===== config.mk =====
export PLATFORM = sky130hd
export DESIGN_NAME = irq_arbiter_n
export DESIGN_NICKNAME = d
export VERILOG_FILES = /design/src/rtl/irq_arbiter_n.sv
export SDC_FILE = /design/constraint.sdc
export NUM_CORES = 1
export LEC_CHECK = 0
export ABC_AREA = 1
export CAP_MARGIN = 20
export CORE_AREA = 10 10 47 49
export DETAILED_ROUTE_END_ITERATION = 12
export DIE_AREA = 0 0 57 59
export GPL_ROUTABILITY_DRIVEN = 0
export GPL_TIMING_DRIVEN = 0
export PLACE_DENSITY = 0.61
export SLEW_MARGIN = 20
export SYNTH_ARGS = -nofsm -noshare
export SYNTH_HDL_FRONTEND = slang
export SYNTH_SLANG_ARGS = --single-unit

===== constraint.sdc =====
create_clock -name clk -period 0.82 [get_ports clk]
set_input_delay 0.123 -clock clk [delete_from_list [all_inputs] [get_ports clk]]
set_output_delay 0.123 -clock clk [all_outputs]
set_load 0.03 [all_outputs]

===== src/rtl/irq_arbiter_n.sv =====
`default_nettype none
// ============================================================================
// Module      : irq_arbiter_n
// Description : Machine-mode interrupt controller for NUM_SRC sources.
//               Per-source level/edge detection, per-source and global
//               enables, fixed-priority arbitration (index 0 highest),
//               WFI sleep/wake and an MRET-terminated handler state.
// Revision    : 1.0 - initial release
// ============================================================================
module irq_arbiter_n #(
    parameter int                   NUM_SRC   = 4,
    parameter int                   ID_W      = 2,
    parameter logic [NUM_SRC-1:0]   EDGE_MASK = '0
) (
    input  logic               clk,
    input  logic               rst,
    input  logic               stall,
    input  logic               wfi,
    input  logic               mret,
    input  logic               global_ie,
    input  logic [NUM_SRC-1:0] src_en,
    input  logic [NUM_SRC-1:0] src_irq,
    output logic               interrupt_taken,
    output logic [ID_W-1:0]    interrupt_id,
    output logic [NUM_SRC-1:0] pending,
    output logic               wfi_mode,
    output logic               in_handler
);

    typedef enum logic [1:0] {
        ST_NORMAL = 2'd0,
        ST_HANDLE = 2'd1,
        ST_WFI    = 2'd2
    } state_t;

    state_t             r_state;
    state_t             w_state_next;
    logic               w_taken;
    logic [NUM_SRC-1:0] w_pend_raw;
    logic [NUM_SRC-1:0] w_enabled;
    logic [NUM_SRC-1:0] w_eligible;
    logic [NUM_SRC-1:0] w_grant;
    logic [ID_W-1:0]    w_win_id;

    // Per-source pending generation: level lines pass straight through,
    // edge lines keep a sticky set-register cleared when the source is taken.
    for (genvar i = 0; i < NUM_SRC; i++) begin : g_src
        if (EDGE_MASK[i]) begin : g_edge
            logic r_q;
            logic r_set;
            logic w_edge;

            assign w_edge = src_irq[i] & ~r_q;

            // Previous-sample and sticky pending; a fresh edge beats the clear.
            always_ff @(posedge clk or posedge rst) begin
                if (rst) begin
                    r_q   <= 1'b0;
                    r_set <= 1'b0;
                end else begin
                    r_q   <= src_irq[i];
                    r_set <= w_edge | (r_set & ~(w_taken & w_grant[i]));
                end
            end

            // The edge is visible in the same cycle it is detected.
            assign w_pend_raw[i] = r_set | w_edge;
        end else begin : g_level
            assign w_pend_raw[i] = src_irq[i];
        end
    end

    assign w_enabled  = w_pend_raw & src_en;
    assign w_eligible = global_ie ? w_enabled : '0;

    // Fixed-priority pick: lowest set index of the eligible vector wins.
    always_comb begin
        logic found;
        w_grant  = '0;
        w_win_id = '0;
        found    = 1'b0;
        for (int i = 0; i < NUM_SRC; i++) begin
            if (w_eligible[i] && !found) begin
                w_grant[i] = 1'b1;
                w_win_id   = ID_W'(i);
                found      = 1'b1;
            end
        end
    end

    // State register.
    always_ff @(posedge clk or posedge rst) begin
        if (rst) begin
            r_state <= ST_NORMAL;
        end else begin
            r_state <= w_state_next;
        end
    end

    // Next-state and trap decision; a trap is taken in the cycle it becomes eligible.
    always_comb begin
        w_state_next = r_state;
        w_taken      = 1'b0;
        case (r_state)
            ST_NORMAL: begin
                if (w_eligible != '0) begin
                    if (!stall) begin
                        w_taken      = 1'b1;
                        w_state_next = ST_HANDLE;
                    end
                end else if (wfi) begin
                    w_state_next = ST_WFI;
                end
            end
            ST_HANDLE: begin
                if (mret) begin
                    w_state_next = ST_NORMAL;
                end
            end
            ST_WFI: begin
                // Core is idle here, so stall does not hold off the trap.
                if (w_eligible != '0) begin
                    w_taken      = 1'b1;
                    w_state_next = ST_HANDLE;
                end else if (w_enabled != '0) begin
                    w_state_next = ST_NORMAL;
                end
            end
            default: begin
                w_state_next = ST_NORMAL;
            end
        endcase
    end

    // Combinational outputs are forced quiet while reset is asserted.
    assign interrupt_taken = w_taken & ~rst;
    assign interrupt_id    = interrupt_taken ? w_win_id : '0;
    assign pending         = rst ? '0 : w_pend_raw;
    assign wfi_mode        = (r_state == ST_WFI);
    assign in_handler      = (r_state == ST_HANDLE);

endmodule
`default_nettype wire


# Word level (Yosys, flattened, before mapping)
# Cells that the tools add are included.
[totals]
output_inout_bits = 9
memories = 0
ff_bits = 2
wordCells = 40
latch_bits = 0
rom_bits = 0
inputBits = 14
mem_bits_rw = 0
[op_classes]
bitwise_logic = 3
muxes = 20
n_div = 0
n_eq_ne = 6
reduce_logical = 10
addsub = 0
mul = 0
order_cmp = 0
shifts = 0
[ops]
columns = ["operator", "n"]
rows = [
  ["2-bit two-way mux", 9],
  ["4-bit two-way mux", 2],
  ["4-bit nonzero test", 2],
  ["1-bit two-way mux", 7],
  ["3-bit != test (second input constant)", 2],
  ["2-bit one-hot mux with 3 select lines", 1],
  ["4-bit bitwise AND", 1],
  ["4-bit AND reduction", 1],
  ["1-bit logical AND", 3],
  ["1-bit logical NOT", 3],
  ["3-bit by 1-bit != test with 1-bit output (second input constant)", 1],
  ["2-bit by 1-bit == test with 1-bit output (second input constant)", 1],
  ["2-bit == test (second input constant)", 1],
  ["2-bit logical NOT", 1],
  ["2-bit != test (second input constant)", 1],
  ["1-bit one-hot mux with 2 select lines", 1],
  ["1-bit bitwise AND", 1],
  ["1-bit inverter", 1],
]

# Logic depth before layout (Yosys ltp)
[logic_depth]
ltp_word = 13
mapped_depth = 7
depth_no_buf = 7

# Worst setup path after synthesis
# Ideal clock, no wire load.
[synth_timing]
kind = "reg2reg"
from = "register r_state[0]"
to = "register r_state[1]"
required_ns = 0.702
arrival_ns = 1.146
setup_time_ns = 0.118
path_stages_with_launch = 5
setup_slack_ns = -0.444
synth_period_minus_slack_ns = 1.264
path_buffers = 0
cell_sequence = "dfrtp_1 nor2_1 a21oi_1 nand4_1 nand2_1"
[synth_via]
elab_chain_cells = 3
word_cells_on_any_way = 9
cone_classes = "6 x eq/ne; 1 x mux; 2 x reduce/logical"
[synth_rtl]
columns = ["element", "line_no", "source"]
rows = [
  ["start: declaration", "36", "state_t r_state;"],
  ["start signal: assignment", "96", "r_state <= w_state_next;"],
  ["2-bit == test (*)", "-", ""],
  ["via wfi_mode", "26", "output logic wfi_mode,"],
  ["3-bit by 1-bit != test with 1-bit output (no line)", "-", ""],
  ["4-bit AND reduction (no line)", "-", ""],
]
# Mark *: on every way through the listed nets, which the timed path passes. The rest lies on a longest branch.
# A chain may end at the register's enable or synchronous reset.

# Worst setup path after layout
[layout_timing]
from = "register r_state[0]"
to = "output port interrupt_id[0]"
[layout_via]
elab_chain_cells = 4
word_cells_on_any_way = 5
cone_classes = "1 x eq/ne; 2 x mux; 1 x bitwise; 1 x reduce/logical"
[layout_rtl]
columns = ["element", "line_no", "source"]
rows = [
  ["2-bit == test / 2-bit logical NOT (equally long branches)", "104", "case (r_state)"],
  ["1-bit one-hot mux with 2 select lines (*)", "104", ""],
  ["1-bit bitwise AND (*)", "136", "assign interrupt_taken = w_taken & ~rst;"],
  ["2-bit two-way mux (*)", "137", "assign interrupt_id = interrupt_taken ? w_win_id : '0;"],
  ["end: declaration", "24", "output logic [ID_W-1:0] interrupt_id,"],
]
# Mark *: on every way between the ends. The rest lies on a longest branch, timed or not.

==> run summary <==
die width = 57 microns
die area = 3360 sq um
Yosys warning count = 0
H-tree depth = 1
overall routed net length = 1.29 mm
Buf+Inv Stages, Crit Path = 1
largest cells by area after synthesis = dfrtp_1 (21%), nand2_1 (18%), nor2_1 (17%), inv_1 (15%), nand2_2 (10%)
total grt overflow = 0
status = finished with violations
RSZ-0062 raised after global routing = yes
clock sink count = 2
fmax = 0.789 GHz
Initial Util = 0.174
Max FO, Critical Path = 3
clk_skew = 0.00258 ns
CP delay by family, top = flip-flops
post-route worst setup slack = -0.448 ns
VDD IR-drop max = 0.000843 V
# port buffers = 22
startpoint types = register
Slew headroom = 0.849
met3 Use GR = 0.0300
Biggest register = r_state
number of flops mapped to enable cells by yosys = 0
Setup Viol. Count Final = 7
Core Area = 1400 sq um
Non-Filler Instances = 108
Max-Cap Viols = 0
synthesis-stage register bit count = 2
most common cell in the synthesized netlist = nand2_1
worst slack, placed = -1.29 ns
Period Utilization, post-route = 1.55
1st-iter DRT viols = 11
initial antenna violation count = 0
worst setup path class = register to output port
max reg flops = 2
met1 usage in global routing = 0.0864
Final Hold Fails = 0
Synth top area share = 0.205
Worst setup EP type = output port
Clock transition at path regs = 0.03 ns
# DRC = 0
nets = 108
Syn Nets = 60
Seq/Total Area, Yosys = 0.205
top post-synthesis cells by count = nand2_1 (12), nor2_1 (11), inv_1 (10)
Worst-Skew Late Latency = 0.22 ns
die height = 59 microns
area leader, netlist = dfrtp_1
Cell variety after synth = 11
Antenna Cells = 0
Fillers = 137
# IOs = 23
Vias/cell = 4.10
commonest register cell after synthesis = dfrtp_1
Rows = 14
DR WL/cell = 11.9 microns
failing checks = negative setup slack
Slew @ Worst Pin = 0.227 ns
CP cell instances = a21oi_4, nand3_4, nor2_4, buf_6
Syn Inst Count = 46
first-pass GRT wire length = 2.31 mm
via count = 443
CTS buffer count = 3
Hold Path Class = input port to register
CP required = 0.70 ns
Layout area overhead = 201%
post-placement cell count = 84
deepest clock path buffer count = 2
largest net degree at the start of global routing = 6
CP max-delay cell = dfrtp_2
Leak = 0.397 nW
Mean Syn Cell Area = 5.30 sq um
hpwl dp = 801 microns
Post-Syn Area = 244 sq um
CTS tree = yes
CTS root buf = clkbuf_4
met2 track utilization from global routing = 0.155
CP max stage delay = 0.41 ns
FF/Latch Area = 51.3 sq um
area of the multi-input gates = 249 sq um
Slew Viols, Final = 0
Antenna Nets Post-Route = 0
layout cells sized above 1 = 0.707
GRT Max-Usage Layer = met2
CP arrival = 1.15 ns
Top Registers = r_state (2)
Tmin final = 1.27 ns
vias in the first global route = 523
Pwr per Cell Area = 1470 nW/um^2
1st-pass router iterations = 4
Total GRT Usage = 0.0859
proportion of register bits with asynchronous set or reset after synthesis = 1.00
[area by class of cell]
class	instances	share of cell area
Timing Repair Buffer	43	0.479
Inverter	10	0.0545
Sequential cell	2	0.0698
Multi-Input combinational cell	34	0.339
Clock buffer	3	0.0307
Tap cell	16	0.0273
[layer usage]
| layer | up-vias | part of all wire |
|---|---|---|
| li1 | 231 | - |
| met1 | 203 | 0.41 |
| met2 | 7 | 0.54 |
| met3 | 2 | 0.035 |
| met4 | 0 | 0.0062 |
| met5 | - | 0 |
[report_power, final]
group | switching [mW] | total [mW] | internal (mW)
Combinational | 0.369 | 0.714 | 0.345
Sequential | 0.0224 | 0.148 | 0.125
Clock | 0.0535 | 0.215 | 0.161
Total | 0.445 | 1.08 | 0.631
[logic make-up (layout without fill, tap and decap cells)]
family          after synthesis  after routing  synth area share
compound gates                2              2            0.0564
simple gates                 32             32             0.585
buf+inv                      10             56             0.154
flops                         2              2             0.205
[final timing paths]
check / startpoint / endpoint / slack (ns) / depth (start not counted)
worst max-delay path: r_state[0]$_DFFE_PP0P_ / interrupt_id[0] / -0.45 / 4
worst max register to register: r_state[0]$_DFFE_PP0P_ / r_state[1]$_DFFE_PP0P_ / -0.31 / 6
worst min register to register: r_state[1]$_DFFE_PP0P_ / r_state[0]$_DFFE_PP0P_ / 0.67 / 4
worst min-delay path: src_en[3] / r_state[1]$_DFFE_PP0P_ / 0.34 / 6
min in group asynchronous: rst / r_state[1]$_DFFE_PP0P_ / 0.41 / 3
max in group asynchronous: rst / r_state[0]$_DFFE_PP0P_ / 0.28 / 3
[timing repair]
| item | in CTS | in global routing |
|---|---|---|
| hold endpoints to repair | 2 | 0 |
| setup buffers | 26 | 0 |
| pin swaps | 12 | 12 |
| hold buffers | 1 | 0 |
| resized for setup | 90 | 23 |
| setup endpoints to repair | 11 | 11 |
[layout by cell type, fill, tap and decap left out, types with 2 or more instances in the layout]
master / count
nor2_4: 4
clkdlybuf4s15_1: 2
nand2_2: 9
clkdlybuf4s50_1: 3
clkbuf_2: 8
nand2_4: 3
inv_1: 7
buf_6: 9
inv_2: 2
nand2_1: 4
clkbuf_4: 3
nor2_1: 6
buf_4: 20
[through the flow]
step	power, mW	area (sq um)	hold WS [ns]	setup TNS [ns]	utilization
4_1_cts	1.08	748	0.428	-2.85	0.534
6_report	1.08	734	0.344	-2.52	0.524
2_1_floorplan	0.409	269	-0.120	-0.830	-
3_5_place_dp	0.592	509	0.436	-8.76	0.363
5_1_grt	1.17	734	0.373	-2.89	0.524
3_3_place_gp	0.588	509	0.427	-8.72	0.363
[worst register-to-register path, stage by stage (launching register included)]
cell     delay [ns]
dfrtp_2        0.41
buf_4          0.17
nor2_4         0.13
buf_6          0.10
a21oi_1        0.06
nand4_1        0.07
nand2_1        0.06
Note: power is estimated with default switching activity, not from simulation.
